<file path="src/rtl/paddle_capture_if.sv">
// Paddle capture signal bundle: trigger/timing inputs and capture results.
interface paddle_capture_if;
    logic       cycle_tick;
    logic       enable;
    logic       start;
    logic       comp_in;
    logic       discharge;
    logic [7:0] paddle_value;
    logic       value_valid;
    logic       busy;
    logic       overrange;

    // Drives triggers and comparator, observes results (board / testbench side)
    modport master (
        output cycle_tick, enable, start, comp_in,
        input  discharge, paddle_value, value_valid, busy, overrange
    );

    // The capture engine itself
    modport slave (
        input  cycle_tick, enable, start, comp_in,
        output discharge, paddle_value, value_valid, busy, overrange
    );
endinterface

</file>
<file path="src/rtl/paddle_capture.sv">
// Paddle RC timer: discharges the external RC, times the comparator in CPU
// cycles and inverts T(v) = 11*v + floor(v/4) into an 8-bit paddle value.
module paddle_capture #(
    parameter int unsigned DISCH_CYCLES    = 8,
    parameter int unsigned INTERVAL_CYCLES = 16384
) (
    input logic            clk,
    input logic            reset,
    paddle_capture_if.slave bus
);

    localparam logic [1:0] S_IDLE    = 2'd0;
    localparam logic [1:0] S_DISCH   = 2'd1;
    localparam logic [1:0] S_MEASURE = 2'd2;

    localparam logic [15:0] INT_LAST   = 16'(INTERVAL_CYCLES - 1);
    localparam logic [15:0] DISCH_LAST = 16'(DISCH_CYCLES - 1);
    localparam logic [11:0] E_SAT      = 12'd2880;

    logic        meta_q, comp_s_q;
    logic [1:0]  state_q, state_d;
    logic [15:0] int_cnt_q, int_cnt_d;
    logic [15:0] disch_cnt_q, disch_cnt_d;
    logic [11:0] e_cnt_q, e_cnt_d;
    logic [7:0]  v_q, v_d;
    logic [3:0]  step_q, step_d;
    logic        discharge_q, discharge_d;
    logic [7:0]  value_q, value_d;
    logic        valid_q, valid_d;
    logic        busy_q, busy_d;
    logic        ovr_q, ovr_d;
    logic        auto_hit;
    logic [11:0] e_next;

    // Two-flop synchronizer for the asynchronous comparator
    always_ff @(posedge clk) begin
        if (reset) begin
            meta_q   <= 1'b0;
            comp_s_q <= 1'b0;
        end else begin
            meta_q   <= bus.comp_in;
            comp_s_q <= meta_q;
        end
    end

    // Next-state logic: trigger, discharge timing and incremental T(v) inversion
    always_comb begin
        state_d     = state_q;
        int_cnt_d   = int_cnt_q;
        disch_cnt_d = disch_cnt_q;
        e_cnt_d     = e_cnt_q;
        v_d         = v_q;
        step_d      = step_q;
        discharge_d = discharge_q;
        value_d     = value_q;
        valid_d     = 1'b0;
        busy_d      = busy_q;
        ovr_d       = ovr_q;
        auto_hit    = 1'b0;
        e_next      = e_cnt_q + 12'd1;

        case (state_q)
            S_IDLE: begin
                discharge_d = 1'b0;
                busy_d      = 1'b0;
                auto_hit    = bus.enable && bus.cycle_tick && (int_cnt_q == INT_LAST);
                if (!bus.enable)
                    int_cnt_d = '0;
                else if (bus.cycle_tick)
                    int_cnt_d = int_cnt_q + 16'd1;
                if (bus.start || auto_hit) begin
                    state_d     = S_DISCH;
                    discharge_d = 1'b1;
                    busy_d      = 1'b1;
                    int_cnt_d   = '0;
                    disch_cnt_d = '0;
                end
            end

            S_DISCH: begin
                if (bus.cycle_tick) begin
                    if (disch_cnt_q == DISCH_LAST) begin
                        state_d     = S_MEASURE;
                        discharge_d = 1'b0;
                        disch_cnt_d = '0;
                        e_cnt_d     = '0;
                        v_d         = '0;
                        step_d      = 4'd11;
                    end else begin
                        disch_cnt_d = disch_cnt_q + 16'd1;
                    end
                end
            end

            S_MEASURE: begin
                // step_q holds the ticks remaining until T(v+1); comparator beats a same-clk tick
                if (!comp_s_q) begin
                    value_d   = v_q;
                    ovr_d     = 1'b0;
                    valid_d   = 1'b1;
                    busy_d    = 1'b0;
                    int_cnt_d = '0;
                    state_d   = S_IDLE;
                end else if (bus.cycle_tick) begin
                    e_cnt_d = e_next;
                    if (e_next == E_SAT) begin
                        value_d   = 8'd255;
                        ovr_d     = 1'b1;
                        valid_d   = 1'b1;
                        busy_d    = 1'b0;
                        int_cnt_d = '0;
                        state_d   = S_IDLE;
                    end else if (step_q == 4'd1) begin
                        v_d    = v_q + 8'd1;
                        step_d = (v_q[1:0] == 2'd2) ? 4'd12 : 4'd11;
                    end else begin
                        step_d = step_q - 4'd1;
                    end
                end
            end

            default: begin
                state_d     = S_IDLE;
                discharge_d = 1'b0;
                busy_d      = 1'b0;
            end
        endcase
    end

    // State and output registers
    always_ff @(posedge clk) begin
        if (reset) begin
            state_q     <= S_IDLE;
            int_cnt_q   <= '0;
            disch_cnt_q <= '0;
            e_cnt_q     <= '0;
            v_q         <= '0;
            step_q      <= '0;
            discharge_q <= 1'b0;
            value_q     <= '0;
            valid_q     <= 1'b0;
            busy_q      <= 1'b0;
            ovr_q       <= 1'b0;
        end else begin
            state_q     <= state_d;
            int_cnt_q   <= int_cnt_d;
            disch_cnt_q <= disch_cnt_d;
            e_cnt_q     <= e_cnt_d;
            v_q         <= v_d;
            step_q      <= step_d;
            discharge_q <= discharge_d;
            value_q     <= value_d;
            valid_q     <= valid_d;
            busy_q      <= busy_d;
            ovr_q       <= ovr_d;
        end
    end

    assign bus.discharge    = discharge_q;
    assign bus.paddle_value = value_q;
    assign bus.value_valid  = valid_q;
    assign bus.busy         = busy_q;
    assign bus.overrange    = ovr_q;

endmodule
</file>
<file path="src/flat_wrapper.sv">
// flat-port wrapper written by rule: the top's interface ports become plain ports
module paddle_capture_flat 
#(
    parameter int unsigned DISCH_CYCLES    = 8,
    parameter int unsigned INTERVAL_CYCLES = 16384
)
  (clk, reset, bus_cycle_tick, bus_enable, bus_start, bus_comp_in, bus_discharge, bus_paddle_value, bus_value_valid, bus_busy, bus_overrange);
  paddle_capture_if bus_i ();
  input logic clk;
  input logic reset;
  input wire logic [$bits(bus_i.cycle_tick)-1:0] bus_cycle_tick;
  input wire logic [$bits(bus_i.enable)-1:0] bus_enable;
  input wire logic [$bits(bus_i.start)-1:0] bus_start;
  input wire logic [$bits(bus_i.comp_in)-1:0] bus_comp_in;
  output wire logic [$bits(bus_i.discharge)-1:0] bus_discharge;
  output wire logic [$bits(bus_i.paddle_value)-1:0] bus_paddle_value;
  output wire logic [$bits(bus_i.value_valid)-1:0] bus_value_valid;
  output wire logic [$bits(bus_i.busy)-1:0] bus_busy;
  output wire logic [$bits(bus_i.overrange)-1:0] bus_overrange;
  assign bus_i.cycle_tick = bus_cycle_tick;
  assign bus_i.enable = bus_enable;
  assign bus_i.start = bus_start;
  assign bus_i.comp_in = bus_comp_in;
  assign bus_discharge = bus_i.discharge;
  assign bus_paddle_value = bus_i.paddle_value;
  assign bus_value_valid = bus_i.value_valid;
  assign bus_busy = bus_i.busy;
  assign bus_overrange = bus_i.overrange;
  paddle_capture #(.DISCH_CYCLES(DISCH_CYCLES), .INTERVAL_CYCLES(INTERVAL_CYCLES)) u_core (.clk(clk), .reset(reset), .bus(bus_i));
endmodule
</file>
<file path="config.mk">
export PLATFORM = sky130hd
export DESIGN_NAME = paddle_capture_flat
export DESIGN_NICKNAME = d
export VERILOG_FILES = /design/src/rtl/paddle_capture_if.sv /design/src/rtl/paddle_capture.sv /design/src/flat_wrapper.sv
export SDC_FILE = /design/constraint.sdc
export NUM_CORES = 1
export LEC_CHECK = 0
export CORE_MARGIN = 1
export CORE_UTILIZATION = 40
export DETAILED_ROUTE_END_ITERATION = 8
export SKIP_CTS_REPAIR_TIMING = 1
export SYNTH_ARGS = -nofsm -noshare
export SYNTH_HDL_FRONTEND = slang
export SYNTH_SLANG_ARGS = --single-unit
</file>
<file path="constraint.sdc">
create_clock -name clk -period 8.11 [get_ports clk]
set_clock_uncertainty 0.2 [all_clocks]
set_input_delay 1.622 -clock clk [delete_from_list [all_inputs] [get_ports clk]]
set_output_delay 1.622 -clock clk [all_outputs]
set_load 0.01 [all_outputs]
</file>
# == Word level (Yosys, flattened, before mapping) ==
# Cells that the tools add are included.
# classes
reduce_logical,17
mux,55
bitwise,2
eq_ne,19
n_addsub,5
# op_table
cell,n
16-bit two-way mux,9
8-bit two-way mux,9
16-bit case mux with 2 select lines,2
12-bit two-way mux,4
16-bit by 1-bit adder with 16-bit output (second input constant),2
4-bit two-way mux,6
12-bit case mux with 2 select lines,1
16-bit by 14-bit equality test with 1-bit output (second input constant),1
16-bit by 3-bit equality test with 1-bit output (second input constant),1
8-bit case mux with 2 select lines,1
12-bit by 1-bit adder with 12-bit output (second input constant),1
12-bit equality test (second input constant),1
1-bit two-way mux,12
2-bit two-way mux,6
3-bit AND reduction,4
2-bit inequality test (second input constant),5
5-bit AND reduction,2
8-bit by 1-bit adder with 8-bit output (second input constant),1
2-bit by 1-bit inequality test with 1-bit output (second input constant),4
4-bit case mux with 2 select lines,1
7-bit AND reduction,1
3-bit inequality test (second input constant),2
1-bit case mux with 3 select lines,2
2-bit case mux with 3 select lines,1
14 further kinds,19
# word_totals
output_inout_bits,12
elab_cells,111
regBits,72

# == Depth between registers and ports, before layout ==
# Gate-level depths: netlist of run 1.
# logic_depth
ltp_word,7
mapped_depth,11
mapped_depth_nobuf,9

# == Least setup slack after synthesis of run 1 ==
# Ideal clock, no wire load.
# synth_timing
path_type,input to register
from,input bus_cycle_tick
to,register u_core.int_cnt_q[15]
path_stages,9
arrival_ns,3.267
path_slack_ns,4.574
t_required_ns,7.841
path_buffers,2
path_cell_list,clkbuf_1 nand3b_1 nor3_1 a21oi_1 and3_1 and3_1 clkbuf_1 nand4_1 o21ai_1
# synth_via
elab_chain_len,5
elab_cells_between_ends,8
classes_between,eq/ne: 2; mux: 2; reduce/logical: 4
# synth_rtl
element,line,source
"start, declared",flat_wrapper.sv:11,input wire logic [$bits(bus_i.cycle_tick)-1:0] bus_cycle_tick;
1-bit logical AND (2 in series),paddle_capture.sv:66,auto_hit = bus.enable && bus.cycle_tick && (int_cnt_q == INT_LAST);
1-bit logical OR,paddle_capture.sv:71,if (bus.start || auto_hit) begin
4-bit by 3-bit inequality test with 1-bit output (no line) or 16-bit two-way mux (tied branches),-,
4-bit AND reduction (no line) or 16-bit case mux with 2 select lines (tied branches),-,
"end signal, assigned",paddle_capture.sv:146,int_cnt_q <= int_cnt_d;
"end, declared",paddle_capture.sv:22,"logic [15:0] int_cnt_q, int_cnt_d;"
# Several ways; a longest one is shown, not always the timed one.
# A chain may end at the register's enable or synchronous reset.

==> results of run 1 <==
==> registers in the layout, summed over array words and instances, names as in the netlist <==
signal,count
u_core.bus.busy,1
u_core.bus.value_valid,1
u_core.step_q,4
u_core.state_q,2
u_core.comp_s_q,1
u_core.disch_cnt_q,16
u_core.e_cnt_q,12
u_core.v_q,8
u_core.bus.discharge,1
u_core.bus.paddle_value,8
u_core.int_cnt_q,16
u_core.bus.overrange,1
u_core.meta_q,1
==> metrics by stage <==
stage / instance area (um^2) / util / instances / total power (W)
after floorplan: 3790 / - / 459 / 0.000628
after global placement: 4010 / 0.436 / 566 / 0.000706
after detailed placement: 4010 / 0.436 / 566 / 0.000710
after CTS: 4210 / 0.458 / 582 / 0.00101
after global routing: 4210 / 0.458 / 582 / 0.00106
final: 4210 / 0.458 / 582 / 0.00100
==> cell families after synthesis <==
logic type                 count (synthesis)
and+or+nand+nor                          207
AOI/OAI and AO/OA                        110
DFF                                       72
buffers and inverters                     33
xor gates and xnor gates                  20
adders and majority gates                 11
muxes                                      6
==> worst min-delay path by stage <==
stage | from | to | slack, ns | depth (start not counted)
floorplan | u_core.meta_q$_SDFF_PP0_ | u_core.comp_s_q$_SDFF_PP0_ | 0.21 | 1
global placement | u_core.meta_q$_SDFF_PP0_ | u_core.comp_s_q$_SDFF_PP0_ | 0.22 | 1
detailed placement | u_core.meta_q$_SDFF_PP0_ | u_core.comp_s_q$_SDFF_PP0_ | 0.22 | 1
CTS | u_core.meta_q$_SDFF_PP0_ | u_core.comp_s_q$_SDFF_PP0_ | 0.24 | 1
global route | u_core.meta_q$_SDFF_PP0_ | u_core.comp_s_q$_SDFF_PP0_ | 0.26 | 1
finish | u_core.meta_q$_SDFF_PP0_ | u_core.comp_s_q$_SDFF_PP0_ | 0.24 | 1
==> layer usage <==
| metal | wire (um) | vias up |
|---|---|---|
| met1 | 4390 | 1615 |
| li1 | - | 1703 |
| met3 | 255 | 8 |
| met5 | 0 | - |
| met2 | 3850 | 49 |
| met4 | 119 | 0 |
==> power by group through the flow <==
stage          sequential [W]  combinational, W  clock (W)
5_1_grt              0.000406          0.000338   0.000318
6_report             0.000403          0.000303   0.000295
3_3_place_gp         0.000410          0.000296          0
4_1_cts              0.000403          0.000302   0.000304
3_5_place_dp         0.000410          0.000300          0
2_1_floorplan        0.000411          0.000217          0
==> synth_stat cells (4+ instances only) <==
cell,n
a21oi_1,25
a31oi_1,8
and3_1,8
and4_1,4
buf_2,6
clkbuf_1,15
dfxtp_1,72
ha_1,11
inv_1,10
mux2i_1,6
nand2_1,64
nand2b_1,5
nand3_1,20
nand4_1,13
nor2_1,50
nor2b_1,6
nor3_1,12
nor4_1,4
o21ai_0,15
o21ai_1,7
o221a_2,11
o311ai_0,8
o311ai_1,8
o31ai_1,4
or4_1,5
xnor2_1,7
xor2_1,13
==> area by class of cell <==
class / instances / area [um^2]
Tap cell: 111 / 139
Multi-Input combinational cell: 354 / 2210
Sequential cell: 72 / 1440
Timing Repair Buffer: 18 / 178
Inverter: 11 / 41.3
Clock inverter: 5 / 53.8
Clock buffer: 11 / 151
Fill cell: 918 / 4980
==> cell usage in the layout, fill, tap and decap left out, types with 4 or more instances in the layout <==
master           synthesis  final
a21oi_1                 25     25
a31oi_1                  8      8
and3_1                   8      8
and4_1                   4      4
clkbuf_8                 0     11
clkdlybuf4s50_1          0     17
dfxtp_1                 72     72
ha_1                    11     11
inv_1                   10     10
mux2i_1                  6      6
nand2_1                 64     64
nand2b_1                 5      5
nand3_1                 20     20
nand4_1                 13     13
nor2_1                  50     50
nor2b_1                  6      6
nor3_1                  12     12
nor4_1                   4      4
o21ai_0                 15     14
o21ai_1                  7      8
o221a_2                 11     11
o311ai_0                 8      8
o311ai_1                 8      8
o31ai_1                  4      4
or4_1                    5      5
xnor2_1                  7      7
xor2_1                  13     13
==> summary.md, run 1 <==
| Metric | Value |
|---|---|
| Largest net degree at the start of global routing | 34 |
| CP peak stage delay | about 1.0 ns |
| Routed Antenna Nets | 0 |
| CP Depth | 6 |
| Busiest grt layer | met2 |
| First-pass GRT wire length | around 15 mm |
| R2R setup slack | 5.05 ns |
| Clock power frac | 0.294 |
| Post-synth ARST share | 0 |
| Via count | 3375 |
| Total number of yosys warnings | 0 |
| Distinct cells, synth | 57 |
| Clock sink count | a little over 70 |
| Clk_lat worst skew | 0.34 ns |
| Crit path kind | primary input to flip-flop |
| Largest cells by area after synthesis | dfxtp_1 (38%), nand2_1 (6.3%), nor2_1 (5.0%) |
| Xor/xnor share of the synthesized area | 0.0462 |
| Internal Power | about 0.00065 W |
| Clock buffer depth | 2 |
| Initial DRC Count | 146 |
| Die X | about 99 um |
| CTS clk-pin slew, worst paths | 0.08 ns |
| Hold WC Path Type | flip-flop to flip-flop |
| Flop pwr share | 0.403 |
| Met3 GRT Util | 0.0464 |
| Worst slack, placed | 3.20 ns |
| CP top delay family | buffers and inverters |
| CP arrival | 4.66 ns |
| Final WS setup | 3.53 ns |
| DRC violations left | 2 |
| Cell Pwr Density | 237 nW/um^2 |
| CP Max Fanout | 33 |
| Fin. max-slew vios | 0 |
| Area growth, synth to finish | 11.2% |
| Outcome | finished, violations left |
| CP Data Required Time | ~8.2 ns |
| Logic pwr share | 0.303 |
| Met2 Track Usage GR | 0.300 |
| Share of layout cells above drive strength 1 | 0.0828 |
| Relative slew slack | 0.268 |
| Routed WL per cell | 14.8 um |
| Number of port buffers | 17 |
| CTS Buf Count | 9 |
| Switching power | 0.000349 W |
| Final #Nets | 483 |
| Effective utilization at floorplan | 0.412 |
| CP startpoint kind | primary input |
| Reg-to-reg startpoint | u_core.state_q[0]$_SDFFE_PP0P_ |
| Hold Violations, Final | 0 |
| Global Route Usage Sum | 0.187 |
| Die Y | between 90 and 100 um |
| Syn Area/Cell | 8.25 um^2 |
| Min cycle time layout | roughly 4.6 ns |
| Switching share of power | 0.349 |
| Io pins | 18 |
| Syn Std Cell Area | 3790 um^2 |
| Compound-cell area share of the yosys netlist | 0.218 |
| Cell taking the most area after synthesis | dfxtp_1 |
| Clock Tree Root | clkbuf_8 |
| Post-synth EDFFs | 0 |
| Vias per cell | between 5 and 6 |
| Final setup fails | 0 |
| Main synth FF type | dfxtp_1 |
| GRT overflow | 0 |
| Critical Path Source | reset |
| # Max-Cap Violations | 0 |
| Syn nets | 476 |
| RePlAce Congestion | 0.792 |
| Most frequent CP cell | and3_1 |
| DIE AREA | 9860 um^2 |
| FF+latch count, synth | 72 |
| Setup TNS | 0 ns |
| H-tree Lvls | 3 |
| Max VDD drop | 0.123 mV |
| Crit path capture type | flip-flop |
| Pleak | 1.45 nW |
| Vias in the first global route | 3133 |
| Post-synth top area share | 0.380 |
| Met1 Track Usage GR | 0.247 |
| HPWL Detailed | 5.68 mm |
| Crit-path cells | clkdlybuf4s50_1, inv_1, and3_1, and3_1, nand4_1, o21ai_1 |
| Syn Inst Count | 459 |
| Row cnt | 35 |
| RR Endpoint | u_core.e_cnt_q[11]$_SDFFE_PP0P_ |
| Inserted Diodes | 0 |
| End of the critical path | u_core.int_cnt_q[3]$_SDFFE_PP0P_ |
| Synth Area in Simple Gates | 0.267 |
| R2R cell count | 8 |
| Post-Synth Adder-Cell Area | 0.0363 |
| Fin Hold WS | between 0.2 and 0.25 ns |
| Drt pass-1 iters | 6 |
| CTS tree | yes |
| Initial antenna violation count | 0 |
| RSZ-0062 raised after global routing | no |
| Mux cell area share after synthesis | 0.0159 |
| Slowest cell on crit path | inv_1 |
| Largest family of logic cells by synthesized area | simple AND/OR/NAND/NOR gates |
| Final wirelength | about 8.6 mm |
| Slew @ Worst Pin | 1.09 ns |
| Core Region | 9200 um^2 |
| CP Buf/Inv Count | 2 |
| Fin crit share | 0.565 |
| F_max | 0.218 GHz |
| Sequential element share of the synthesized area | 0.380 |
| Failing checks | design-rule violations |
Power figures use the tool's default switching activity.
==> inputs of run 2 (changes only) <==
==> constraint.sdc (replaced) <==
create_clock -name clk -period 3.8 [get_ports clk]
set_clock_uncertainty 0.2 [all_clocks]
set_input_delay 0.76 -clock clk [delete_from_list [all_inputs] [get_ports clk]]
set_output_delay 0.76 -clock clk [all_outputs]
set_load 0.01 [all_outputs]
==> run 2 against run 1 <==
The run now ends clean. Combinational power up 120%. Final area grew 1.5%. Sequential share of layout area fell by 0.52 points. Final cell count is 0.69% higher. Non-clock buffer count is 5 higher. First-iteration DRC count down 8.2%. Sequential power increased by 110%. Clock power grew 150%. Critical path depth up 2. Largest cell class unchanged. Flip-flop and latch count unchanged.
==> summary.md, run 2 (synthesis results as in run 1) <==
| Metric | Value |
|---|---|
| Outcome | finished clean |
| Die X | 99.3 um |
| Switching share of power | 0.336 |
| H-tree Lvls | 3 |
| Hold Crit Depth | 1 |
| Share of layout cells above drive strength 1 | 0.0905 |
| GRT overflow | 0 |
| Reg-to-reg startpoint | u_core.e_cnt_q[0]$_SDFFE_PP0P_ |
| Flop pwr share | 0.383 |
| R2R cell count | 8 |
| Clk_lat worst skew | roughly 0.34 ns |
| F_max | 0.320 GHz |
| Internal Power | 0.00149 W |
| # Max-Cap Violations | 0 |
| Io pins | 18 |
| CTS Buf Count | 9 |
| Initial DRC Count | 134 |
| Hold_sp | u_core.meta_q$_SDFF_PP0_ |
| Largest regs | u_core.disch_cnt_q: 16 flops, u_core.int_cnt_q: 16 flops, u_core.e_cnt_q: 12 flops |
| Final setup fails | 0 |
| CP startpoint kind | flip-flop |
| Area growth, synth to finish | 12.9% |
| Pleak | 1.48 nW |
| First-pass GRT wire length | 14.8 mm |
| Fin Hold WS | around 0.25 ns |
| Routed Antenna Nets | 0 |
| RR Endpoint | u_core.v_q[3]$_SDFFE_PP0P_ |
| Clock buffer depth | 2 |
| Final wirelength | 8.79 mm |
| R2R setup slack | 0.67 ns |
| Die Y | 99.3 um |
| Effective utilization at floorplan | 0.412 |
| DIE AREA | 9860 um^2 |
| Slew @ Worst Pin | 1.04 ns |
| Cells after DPL | 571 |
| Relative slew slack | 0.304 |
| Vias in the first global route | 3141 |
| Max VDD drop | 0.243 mV |
| RePlAce Congestion | 0.800 |
| Global Route Usage Sum | 0.185 |
| Crit path capture type | flip-flop |
| Most frequent cells in the layout | dfxtp_1 (72), nand2_1 (64), nor2_1 (50) |
| Clock Tree Root | clkbuf_8 |
| Hold EP | u_core.comp_s_q$_SDFF_PP0_ |
| Min cycle time layout | between 3 and 4 ns |
| Row cnt | 35 |
| CP arrival | 3.18 ns |
| Largest net degree at the start of global routing | 33 |
| Core Region | 9200 um^2 |
| Initial antenna violation count | 0 |
| Hold WC Path Type | flip-flop to flip-flop |
| Fin crit share | 0.823 |
| HPWL Detailed | 5.84 mm |
| Crit path kind | flip-flop to flip-flop |
| Fin. max-slew vios | 0 |
| Setup TNS | 0 ns |
| Logic pwr share | 0.292 |
| Switching power | 0.000753 W |
| CP Max Fanout | 11 |
| Via count | 3397 |
| Hold Violations, Final | 0 |
| CP Data Required Time | 3.85 ns |
| Number of port buffers | 17 |
| Drt pass-1 iters | 4 |
| Clock power frac | 0.325 |
| Final #Nets | 488 |
| CTS tree | yes |
| Routed WL per cell | 15.0 um |
| Inserted Diodes | 0 |
| Clock sink count | 72 |
| DRC violations left | 0 |
| Final std cells w/o fill | 586 |
| Cell Pwr Density | approximately 520 nW/um^2 |
| CTS clk-pin slew, worst paths | 0.08 ns |
| Most common cell after layout, fill and taps aside | dfxtp_1 |
| RSZ-0062 raised after global routing | no |
| Vias per cell | ~5.8 |
==> run 2: layout make-up <==
class	instances	area, um^2
Timing Repair Buffer	23	215
Clock inverter	6	109
Fill cell	932	4920
Clock buffer	9	124
Tap cell	111	139
Sequential cell	72	1440
Multi-Input combinational cell	354	2210
Inverter	11	41.3
==> run 2: power by group through the flow <==
stage / Combinational (W) / Clock [W] / Sequential [W]
after CTS: 0.000654 / 0.000744 / 0.000859
after global placement: 0.000643 / 0 / 0.000874
after detailed placement: 0.000650 / 0 / 0.000876
after global routing: 0.000724 / 0.000772 / 0.000866
after floorplan: 0.000463 / 0 / 0.000876
final: 0.000655 / 0.000729 / 0.000859
==> run 2: how the worst max path moves through the flow <==
stage,from,endpoint
6_report,u_core.e_cnt_q[0]$_SDFFE_PP0P_,u_core.v_q[3]$_SDFFE_PP0P_
4_1_cts,u_core.e_cnt_q[0]$_SDFFE_PP0P_,u_core.v_q[3]$_SDFFE_PP0P_
5_1_grt,u_core.e_cnt_q[0]$_SDFFE_PP0P_,u_core.v_q[3]$_SDFFE_PP0P_
3_5_place_dp,bus_enable,u_core.int_cnt_q[3]$_SDFFE_PP0P_
2_1_floorplan,u_core.e_cnt_q[0]$_SDFFE_PP0P_,u_core.int_cnt_q[4]$_SDFFE_PP0P_
3_3_place_gp,bus_enable,u_core.int_cnt_q[3]$_SDFFE_PP0P_
==> run 2: stage by stage <==
stage / util / cell area [um^2] / total power (W) / setup WS, ns
detailed placement: 0.440 / 4050 / 0.00153 / 0.593
CTS: 0.465 / 4280 / 0.00226 / 0.687
global placement: 0.440 / 4050 / 0.00152 / 0.685
finish: 0.465 / 4280 / 0.00224 / 0.672
global route: 0.465 / 4280 / 0.00236 / 0.448
floorplan: - / 3790 / 0.00134 / 1.08
==> run 2: worst max-delay path: stages, from the launching register on <==
cell and delay, ns:
dfxtp_1 0.45, ha_1 0.25, nand3_2 0.16, xnor2_1 0.16, and4_1 0.22, o2111ai_4 0.33, nand2_1 0.31, or4_1 0.66
o31ai_1 0.28
==> run 2: metal layers <==
layer	global-route usage	wire length, um
met5	0	0
met4	0.0713	125
met3	0.0260	283
met2	0.292	3920
met1	0.255	4460
